==> config.mk <==
export PLATFORM = sky130hd
export DESIGN_NAME = ring_osc_meter
export DESIGN_NICKNAME = d
export VERILOG_FILES = /design/src/rtl/ring_osc_pkg.sv /design/src/rtl/sync_edge_det.sv /design/src/rtl/ring_osc_meter.sv
export SDC_FILE = /design/constraint.sdc
export NUM_CORES = 1
export LEC_CHECK = 0
export ABC_AREA = 1
export CORE_AREA = 10 10 82 136
export DETAILED_ROUTE_END_ITERATION = 8
export DIE_AREA = 0 0 92 146
export DONT_BUFFER_PORTS = 1
export PLACE_DENSITY_LB_ADDON = 0.3
export SLEW_MARGIN = 20
export SYNTH_ARGS = -nofsm -noshare
export SYNTH_HDL_FRONTEND = slang
export SYNTH_SLANG_ARGS = --single-unit
export TNS_END_PERCENT = 1
==> constraint.sdc <==
create_clock -name clk -period 2.4 [get_ports clk]
set_clock_uncertainty 0.15 [all_clocks]
set_input_delay 0.48 -clock clk [delete_from_list [all_inputs] [get_ports clk]]
set_output_delay 0.48 -clock clk [all_outputs]
set_load 0.05 [all_outputs]
==> src/rtl/ring_osc_pkg.sv <==
`default_nettype none
// ============================================================================
//  Module      : ring_osc_pkg
//  Description : Shared types and defaults for the ring-oscillator meter:
//                sequencer state encoding, default settle/sync depths and a
//                small width helper.
//  Revision    : 1.0 - initial release
// ============================================================================
package ring_osc_pkg;

  // Sequencer states, explicitly 3 bits wide
  typedef enum logic [2:0] {
    ST_IDLE    = 3'd0,
    ST_SETTLE  = 3'd1,
    ST_MEASURE = 3'd2,
    ST_DRAIN   = 3'd3,
    ST_DONE    = 3'd4
  } ro_state_t;

  // Default number of clk cycles the ring runs before counting begins
  localparam int RO_SETTLE_DEF = 8;

  // Default depth of the osc_in synchronizer
  localparam int RO_SYNC_DEF = 2;

  // Larger of two integers; used to size the shared phase timer
  function automatic int ro_max(input int a, input int b);
    return (a > b) ? a : b;
  endfunction

endpackage : ring_osc_pkg
`default_nettype wire

==> src/rtl/sync_edge_det.sv <==
`default_nettype none
// ============================================================================
//  Module      : sync_edge_det
//  Description : Multi-flop synchronizer for an asynchronous input followed
//                by a rising-edge detector. The pulse is one clk wide and is
//                derived purely from flopped values.
//  Revision    : 1.0 - initial release
// ============================================================================
module sync_edge_det #(
  parameter int STAGES = 2
) (
  input  logic clk,
  input  logic rst_n,
  input  logic d,
  output logic rise
);

  logic [STAGES-1:0] chain;
  logic              prev;

  // Shift the async input through the chain; keep one extra flop of history
  always_ff @(posedge clk or negedge rst_n) begin
    if (!rst_n) begin
      chain <= '0;
      prev  <= 1'b0;
    end else begin
      chain <= {chain[STAGES-2:0], d};
      prev  <= chain[STAGES-1];
    end
  end

  assign rise = chain[STAGES-1] & ~prev;

endmodule : sync_edge_det
`default_nettype wire

==> src/rtl/ring_osc_meter.sv <==
`default_nettype none
// ============================================================================
//  Module      : ring_osc_meter
//  Description : Measurement sequencer for the on-chip ring oscillator.
//                Enables the ring, lets it settle, counts synchronized rising
//                edges over a programmable window, drains the synchronizer,
//                then reports a saturating count with a one-cycle done pulse.
//  Revision    : 1.0 - initial release
// ============================================================================
module ring_osc_meter
  import ring_osc_pkg::*;
#(
  parameter int WINDOW_W    = 16,
  parameter int CNT_W       = 16,
  parameter int SETTLE      = RO_SETTLE_DEF,
  parameter int SYNC_STAGES = RO_SYNC_DEF
) (
  input  logic                clk,
  input  logic                rst_n,
  input  logic                start,
  input  logic                abort,
  input  logic [WINDOW_W-1:0] window,
  input  logic                osc_in,
  output logic                osc_en,
  output logic                busy,
  output logic                done,
  output logic [CNT_W-1:0]    count,
  output logic                overflow
);

  // One down-counter serves SETTLE, MEASURE and DRAIN, so it must hold the
  // largest of the three reload values.
  localparam int PH_W  = $clog2(SETTLE + SYNC_STAGES + 2);
  localparam int TMR_W = ro_max(WINDOW_W, PH_W);

  localparam logic [TMR_W-1:0] TMR_ONE   = TMR_W'(1);
  localparam logic [TMR_W-1:0] SETTLE_LD = TMR_W'(SETTLE - 1);
  localparam logic [TMR_W-1:0] DRAIN_LD  = TMR_W'(SYNC_STAGES);
  localparam logic [CNT_W-1:0] CNT_ONE   = CNT_W'(1);
  localparam logic [CNT_W-1:0] CNT_MAX   = '1;

  ro_state_t           state;
  ro_state_t           state_nxt;
  logic [TMR_W-1:0]    tmr;
  logic [TMR_W-1:0]    tmr_nxt;
  logic [WINDOW_W-1:0] win_q;
  logic                rise;
  logic                accept;
  logic                count_en;
  logic                active;

  // Ring output enters the clk domain here
  sync_edge_det #(
    .STAGES (SYNC_STAGES)
  ) u_sync (
    .clk   (clk),
    .rst_n (rst_n),
    .d     (osc_in),
    .rise  (rise)
  );

  assign accept   = (state == ST_IDLE) && start;
  assign count_en = (state == ST_MEASURE) || (state == ST_DRAIN);
  assign active   = (state == ST_SETTLE) || (state == ST_MEASURE) ||
                    (state == ST_DRAIN);

  // Next-state and phase-timer logic; abort overrides any phase exit
  always_comb begin
    state_nxt = state;
    tmr_nxt   = tmr;
    case (state)
      ST_IDLE: begin
        if (start) begin
          if (window == '0) begin
            state_nxt = ST_DONE;
          end else begin
            state_nxt = ST_SETTLE;
            tmr_nxt   = SETTLE_LD;
          end
        end
      end
      ST_SETTLE: begin
        if (tmr == '0) begin
          state_nxt = ST_MEASURE;
          tmr_nxt   = TMR_W'(win_q) - TMR_ONE;
        end else begin
          tmr_nxt = tmr - TMR_ONE;
        end
      end
      ST_MEASURE: begin
        if (tmr == '0) begin
          state_nxt = ST_DRAIN;
          tmr_nxt   = DRAIN_LD;
        end else begin
          tmr_nxt = tmr - TMR_ONE;
        end
      end
      ST_DRAIN: begin
        if (tmr == '0) begin
          state_nxt = ST_DONE;
        end else begin
          tmr_nxt = tmr - TMR_ONE;
        end
      end
      ST_DONE: begin
        state_nxt = ST_IDLE;
      end
      default: begin
        state_nxt = ST_IDLE;
      end
    endcase
    if (abort && active) begin
      state_nxt = ST_IDLE;
    end
  end

  // State register plus outputs registered from the next state so they
  // line up with the state they describe
  always_ff @(posedge clk or negedge rst_n) begin
    if (!rst_n) begin
      state  <= ST_IDLE;
      tmr    <= '0;
      osc_en <= 1'b0;
      busy   <= 1'b0;
      done   <= 1'b0;
    end else begin
      state  <= state_nxt;
      tmr    <= tmr_nxt;
      osc_en <= (state_nxt == ST_SETTLE) || (state_nxt == ST_MEASURE);
      busy   <= (state_nxt == ST_SETTLE) || (state_nxt == ST_MEASURE) ||
                (state_nxt == ST_DRAIN);
      done   <= (state_nxt == ST_DONE);
    end
  end

  // Window length is frozen at the accepted start
  always_ff @(posedge clk or negedge rst_n) begin
    if (!rst_n) begin
      win_q <= '0;
    end else if (accept) begin
      win_q <= window;
    end
  end

  // Saturating edge counter; overflow flags an edge lost at full scale
  always_ff @(posedge clk or negedge rst_n) begin
    if (!rst_n) begin
      count    <= '0;
      overflow <= 1'b0;
    end else if (accept) begin
      count    <= '0;
      overflow <= 1'b0;
    end else if (count_en && rise) begin
      if (count == CNT_MAX) begin
        overflow <= 1'b1;
      end else begin
        count <= count + CNT_ONE;
      end
    end
  end

endmodule : ring_osc_meter
`default_nettype wire

==> results.py, run 1 <==
metrics = {
    "grt": {
        "first_global_vias": 3653,
        "number_of_antenna_violations_at_the_first_check_in_global_routing": 0,
        "pin_count_of_the_biggest_net_entering_global_routing": 59,
        "grt_first_pass_wirelength_mm": 18.4,
        "globalRoute.totalOverflow": 0,
        "grtUsageTotal_pct": 16.8,
    },
    "critical_path": {
        "critical_path_arrival_ns": 2.26,
        "timing.critical_path.slowest_cell_delay_ns": 0.37,
        "worstSetupStartpoint": "tmr[0]",
        "crit_path_top_cell_by_count": "sky130_fd_sc_hd__nand2_1",
        "regToRegStartpoint": "tmr[0]",
        "setup.reg_to_reg.worst_slack_ns": 0.25,
        "cp_max_fo": 5,
        "crit_path_cell_trace": "inv_1, ha_1, nand2_1, nor2_1, nand4_1, inv_1, nand3b_1, nand2_1, nand2_1, nand2_1",
        "worstSetupEndpoint": "tmr[15]",
        "critical_path.endpoint_type": "flip-flop",
        "critPathSlowestCell": "sky130_fd_sc_hd__dfrtp_1",
        "r2r_end": "tmr[15]",
        "reg2reg_depth": 10,
        "critical_path_class": "reg2reg",
        "cp_data_required_time_ns": 2.51,
        "setup.worst_path.start_class": "flip-flop",
    },
    "route": {
        "drc_errors": 0,
        "antenna_left": 0,
        "firstDrtPassIters": 6,
        "route.detailed.vias_per_inst": 5.25,
        "routed_wirelength_mm": 10.9,
        "detail_route.iter0.violations": 182,
        "detail_route.wl_per_cell_um": 15.6,
        "routed-via-count": 3682,
    },
    "finish": {
        "final-seq-area_um2": 1450,
        "antenna-diode-count": 0,
        "multi_input_logic_area_um2": 2110,
        "syn_to_final_growth_pct": 13.4,
        "finalNetCount": 600,
        "fill_cells": 972,
        "drive_above_1_share_pct": 11.7,
    },
    "hold_path": {
        "holdPathStages": 0,
        "hp-class": "in2reg",
        "hold_path.startpoint": "osc_in",
    },
    "synth": {
        "mappedNetlistArea_um2": 3880,
        "postSynth.topFlopCell": "sky130_fd_sc_hd__dfrtp_1",
        "synth_area_per_cell_um2": 6.98,
        "mappedNetlistNets": 580,
        "synth_cell_types": 34,
        "synth-seq-area-share_pct": 37.4,
        "synth_edf_count": 0,
        "ys_seq_elements": 58,
        "synth.yosys.warnings": 0,
        "synth-async-reset-ratio_pct": 100,
        "synthCells": 556,
    },
    "die": {
        "io_pins": 41,
        "die-width_um": 92,
        "dieArea_um2": 13400,
        "core_region_area_um2": 8980,
        "height_of_the_chip_um": 146,
        "floorplan.initialDensity_pct": 43.2,
        "floorplan.rows": 46,
    },
    "cts": {
        "cts.path.max_buffers": 2,
        "post_cts_resize_count": 0,
        "hold_buffers": 2,
        "post-cts-setup-buffers": 0,
        "cts_tree": "yes",
        "tritoncts.num_buffers": 9,
        "cts-htree-levels": 3,
        "cts.clk_slew.worst_paths_ns": 0.06,
        "clk-insertion-delay-late_ns": 0.33,
        "clock_sink_count": 58,
        "cts.root.buffer_cell": "sky130_fd_sc_hd__clkbuf_16",
    },
    "placed_design": {
        "final_replace_weighted_congestion": 0.925,
        "numPortBuffers": 0,
        "dp_hpwl_mm": 8.52,
    },
    "timing": {
        "totalNegativeSetupSlack_ns": 0,
        "worst_slew_pin_slew_ns": 0.603,
        "final_max_slew_viol_count": 0,
        "portion_of_the_clock_cycle_consumed_by_the_worst_path_in_the_final_layout_pct": 89.6,
        "hold_viol_final": 0,
        "fmaxAchievable_mhz": 465,
        "rsz_0062_raised_after_global_routing": "no",
        "timing.final.crit_period_ns": 2.15,
        "setup_viol_count_final": 0,
        "slew_headroom_pct": 59.8,
    },
    "power": {
        "ir_worst_vdd_mv": 0.491,
        "power.leakage_nw": 2.29,
        "power_density_nw_per_um2": 1170,
        "fin_total_pwr_mw": 5.13,
    },
    "run": {
        "timing.max_cap.violations": 0,
    },
    "outcome": {
        "outcome": "finished, final reports clean",
    },
}
==> cells in the final DEF (no fill, tap or decap), types with 4 or more instances in the layout <==
cell | synthesis | routed
sky130_fd_sc_hd__inv_1 | 62 | 62
sky130_fd_sc_hd__clkbuf_16 | 0 | 9
sky130_fd_sc_hd__dfrtp_1 | 58 | 58
sky130_fd_sc_hd__nand4_1 | 20 | 20
sky130_fd_sc_hd__a21oi_1 | 4 | 4
sky130_fd_sc_hd__o21ai_1 | 9 | 9
sky130_fd_sc_hd__nand2_1 | 170 | 170
sky130_fd_sc_hd__nand3_1 | 57 | 57
sky130_fd_sc_hd__xor2_1 | 17 | 17
sky130_fd_sc_hd__nor2_4 | 7 | 7
sky130_fd_sc_hd__nand3_2 | 5 | 5
sky130_fd_sc_hd__buf_4 | 1 | 16
sky130_fd_sc_hd__nor2_2 | 4 | 4
sky130_fd_sc_hd__inv_2 | 7 | 7
sky130_fd_sc_hd__nor3_1 | 6 | 6
sky130_fd_sc_hd__o21ai_0 | 24 | 24
sky130_fd_sc_hd__nand3b_1 | 4 | 4
sky130_fd_sc_hd__nor2_1 | 67 | 67
==> stage by stage <==
stage                     std cells  hold WS, ns  utilization, %  area [um2]  setup slack [ns]
after floorplan                 556       0.0344               -        3880             0.274
after global placement          683       0.0373            45.5        4090             0.286
after detailed placement        683       0.0370            45.5        4090             0.254
after CTS                       701       0.0182            49.0        4400             0.244
after global routing            701       0.0146            49.0        4400            0.0193
final                           701       0.0283            49.0        4400             0.251
==> flip-flops by register name, summed over array words and instances (netlist names) <==
signal / flops
count: 16
tmr: 16
win_q: 16
state: 3
u_sync.chain: 2
busy: 1
done: 1
osc_en: 1
overflow: 1
u_sync.prev: 1
==> cell families after synthesis <==
family	share of synthesized area, %
flip-flops	37.4
XOR/XNOR	4.51
adder cells (fa/ha/maj)	0.967
buffers and inverters	8.35
AND/OR/NAND/NOR	42.6
AO/OA/AOI/OAI	6.16
==> Yosys cell counts (3+ instances only) <==
cell type | number | area [um2]
sky130_fd_sc_hd__buf_2 | 4 | 20.0
sky130_fd_sc_hd__o21ai_0 | 24 | 120
sky130_fd_sc_hd__nor2_1 | 67 | 251
sky130_fd_sc_hd__ha_1 | 3 | 37.5
sky130_fd_sc_hd__nand2_2 | 3 | 18.8
sky130_fd_sc_hd__nor2_4 | 7 | 78.8
sky130_fd_sc_hd__buf_6 | 3 | 33.8
sky130_fd_sc_hd__inv_1 | 62 | 233
sky130_fd_sc_hd__nor2_2 | 4 | 25.0
sky130_fd_sc_hd__nand4_1 | 20 | 125
sky130_fd_sc_hd__nor3_1 | 6 | 30.0
sky130_fd_sc_hd__a21oi_1 | 4 | 20.0
sky130_fd_sc_hd__inv_2 | 7 | 26.3
sky130_fd_sc_hd__nand3b_1 | 4 | 30.0
sky130_fd_sc_hd__xor2_1 | 17 | 149
sky130_fd_sc_hd__nand3_1 | 57 | 285
sky130_fd_sc_hd__dfrtp_1 | 58 | 1450
sky130_fd_sc_hd__xnor2_1 | 3 | 26.3
sky130_fd_sc_hd__nand2_1 | 170 | 638
sky130_fd_sc_hd__nand3_2 | 5 | 50.1
sky130_fd_sc_hd__o21ai_1 | 9 | 45.0
==> cell type report <==
cell class,count,share of cell area (%)
Clock buffer,9,5.12
Sequential cell,58,33.0
Clock inverter,7,1.22
Inverter,69,5.88
Timing Repair Buffer,18,3.58
Multi-Input combinational cell,420,47.8
Tap cell,120,3.41
==> where the power goes <==
part	switching (mW)	internal (mW)	total, mW	leakage [nW]
clock	0.487	0.704	1.19	0.128
combinational	1.66	0.721	2.38	1.41
sequential	0.324	1.24	1.56	0.761
==> critical path, delay by kind of cell (launching register included) <==
family | cells | cell delay [ns]
AND/OR/NAND/NOR | 7 | 1.01
adder cells (fa/ha/maj) | 1 | 0.25
flip-flops | 1 | 0.37
buffers and inverters | 2 | 0.31
==> how the worst min path moves through the flow <==
stage | to | slack [ns]
after CTS | u_sync.chain[0] | 0.02
after global routing | u_sync.chain[0] | 0.01
after global placement | tmr[15] | 0.04
after detailed placement | tmr[13] | 0.04
after floorplan | busy | 0.03
final | u_sync.chain[0] | 0.03
==> layer usage <==
layer | GRT usage [%] | part of all wire (%) | wire length [um]
met4 | 8.29 | 3.2 | 352
met3 | 3.51 | 5.6 | 616
met5 | 0 | 0 | 0
met1 | 17.2 | 37 | 4000
met2 | 31.0 | 55 | 5980
Note: power is estimated with default switching activity, not from simulation.
==> run 2, diff against run 1 <==
Settings changed: CELL_PAD_IN_SITES_DETAIL_PLACEMENT from default to 0, CELL_PAD_IN_SITES_GLOBAL_PLACEMENT from default to 1.
==> run 2 against run 1 <==
Net effect: die area stayed put; first-iteration DRC count rose by 16%; flip-flop and latch count unchanged; total power grew 5.0%; critical endpoint is now tmr[7]; largest cell class unchanged.
==> results.py, run 2 (synthesized netlist as in run 1, its figures left out) <==
metrics = {
    "grt": {
        "first_global_vias": 3645,
        "grt_first_pass_wirelength_mm": 18.6,
        "number_of_antenna_violations_at_the_first_check_in_global_routing": 0,
        "globalRoute.totalOverflow": 0,
        "pin_count_of_the_biggest_net_entering_global_routing": 59,
        "grtUsageTotal_pct": 17.7,
    },
    "route": {
        "route.detailed.vias_per_inst": 5.14,
        "drc_errors": 0,
        "antenna_left": 0,
        "detail_route.wl_per_cell_um": 16.8,
        "firstDrtPassIters": 5,
        "detail_route.iter0.violations": 212,
        "routed_wirelength_mm": 11.8,
        "routed-via-count": 3621,
    },
    "critical_path": {
        "cp_max_fo": 15,
        "critical_path.endpoint_type": "flip-flop",
        "regToRegStartpoint": "tmr[0]",
        "reg2reg_depth": 9,
        "setup.worst_path.start_class": "flip-flop",
        "setup.reg_to_reg.worst_slack_ns": 0.29,
        "r2r_end": "tmr[7]",
        "critical_path_arrival_ns": 2.17,
        "critical_path_class": "reg2reg",
        "cp_data_required_time_ns": 2.46,
    },
    "placed_design": {
        "placement.setup.worst_slack_ns": 0.316,
        "numPortBuffers": 0,
        "final_replace_weighted_congestion": 0.929,
        "dp_cells": 686,
        "dp_hpwl_mm": 9.24,
    },
    "timing": {
        "setup_viol_count_final": 0,
        "worst_slew_pin_slew_ns": 0.604,
        "rsz_0062_raised_after_global_routing": "no",
        "totalNegativeSetupSlack_ns": 0,
        "final_max_slew_viol_count": 0,
        "fmaxAchievable_mhz": 474,
        "hold_viol_final": 0,
        "slew_headroom_pct": 59.4,
        "postLayoutSetupSlackWorst_ns": 0.292,
        "portion_of_the_clock_cycle_consumed_by_the_worst_path_in_the_final_layout_pct": 87.8,
        "timing.final.crit_period_ns": 2.11,
    },
    "die": {
        "dieArea_um2": 13400,
        "die-width_um": 92,
        "floorplan.rows": 46,
        "floorplan.initialDensity_pct": 43.2,
        "core_region_area_um2": 8980,
        "io_pins": 41,
        "height_of_the_chip_um": 146,
    },
    "hold_path": {
        "holdPathStages": 0,
        "hold_path.startpoint": "osc_in",
        "hp-class": "in2reg",
        "holdPathEnd": "u_sync.chain[0]",
    },
    "run": {
        "timing.max_cap.violations": 0,
    },
    "finish": {
        "layout.cells.most_common": "sky130_fd_sc_hd__nand2_1",
        "commonest_cells_after_routing_fill_and_taps_aside": "170 x sky130_fd_sc_hd__nand2_1, 67 x sky130_fd_sc_hd__nor2_1, 62 x sky130_fd_sc_hd__inv_1",
        "syn_to_final_growth_pct": 15.1,
        "finish.cell_count_without_fillers": 704,
        "fill_cells": 950,
        "finalNetCount": 603,
        "fin_util_pct": 49.7,
        "antenna-diode-count": 0,
        "reg.largest.list": "count: 16 flops, tmr: 16 flops, win_q: 16 flops",
        "drive_above_1_share_pct": 12.0,
    },
    "cts": {
        "cts.root.buffer_cell": "sky130_fd_sc_hd__clkbuf_16",
        "tritoncts.num_buffers": 9,
        "cts.clk_slew.worst_paths_ns": 0.06,
        "post_cts_resize_count": 0,
        "cts-htree-levels": 3,
        "cts_tree": "yes",
        "clock_sink_count": 58,
        "cts.path.max_buffers": 2,
        "clk-insertion-delay-late_ns": 0.33,
    },
    "power": {
        "power_density_nw_per_um2": 1210,
        "power.leakage_nw": 2.33,
        "ir_worst_vdd_mv": 0.511,
    },
    "outcome": {
        "outcome": "finished, final reports clean",
    },
}
-- run 2: where the power goes --
part           switching, mW  internal (mW)
combinational           1.69          0.752
sequential             0.317           1.24
clock                  0.485          0.912
total                   2.49           2.90
-- run 2: how the worst max path moves through the flow --
stage                     cells after the start  startpoint  endpoint  slack [ns]
after detailed placement                      9      tmr[0]   tmr[12]        0.32
after CTS                                     9      tmr[0]    tmr[4]        0.30
final                                         9      tmr[0]    tmr[7]        0.29
after floorplan                              10    count[0]  count[5]        0.27
after global routing                          9      tmr[0]   tmr[14]        0.15
after global placement                        9      tmr[0]   tmr[12]        0.35
-- run 2: area by class of cell --
type / instances / area, um2 / share of cell area (%)
repair buffers: 21 / 180 / 4.03
inverters: 69 / 259 / 5.80
clock inverters: 6 / 90.1 / 2.02
multi-input cells: 420 / 2110 / 47.2
flip-flops and latches: 58 / 1450 / 32.5
clock buffers: 10 / 229 / 5.13
well taps: 120 / 150 / 3.36
-- run 2: repair_timing --
item	CTS	global route
hold buffers	2	0
buffers inserted	0	0
hold endpoints to repair	58	0
-- run 2: critical path: stages (launching register included) --
cell and delay (ns):
sky130_fd_sc_hd__dfrtp_1 0.37, sky130_fd_sc_hd__inv_1 0.12, sky130_fd_sc_hd__ha_1 0.24, sky130_fd_sc_hd__nand3_2 0.16
sky130_fd_sc_hd__nor2_4 0.18, sky130_fd_sc_hd__nand4_2 0.35, sky130_fd_sc_hd__nand3_1 0.17, sky130_fd_sc_hd__o21ai_0 0.09
sky130_fd_sc_hd__nand2_1 0.08, sky130_fd_sc_hd__nand2_1 0.06
-- run 2: metrics by stage --
step / instance area [um2] / total power [mW] / hold slack (ns)
after detailed placement: 4110 / 3.97 / 0.0370
after CTS: 4470 / 5.41 / 0.0202
after global routing: 4470 / 5.80 / 0.0159
after floorplan: 3880 / 3.42 / 0.0344
final: 4470 / 5.39 / 0.0252
after global placement: 4110 / 3.94 / 0.0369
-- run 2: routing by layer --
| metal | share of wire, % | GRT usage [%] | up-vias |
|---|---|---|---|
| met4 | 4.9 | 10.5 | 0 |
| met2 | 56 | 33.4 | 92 |
| met3 | 5.6 | 4.96 | 33 |
| met1 | 34 | 16.0 | 1671 |
| met5 | 0 | 0 | - |
| li1 | - | - | 1825 |
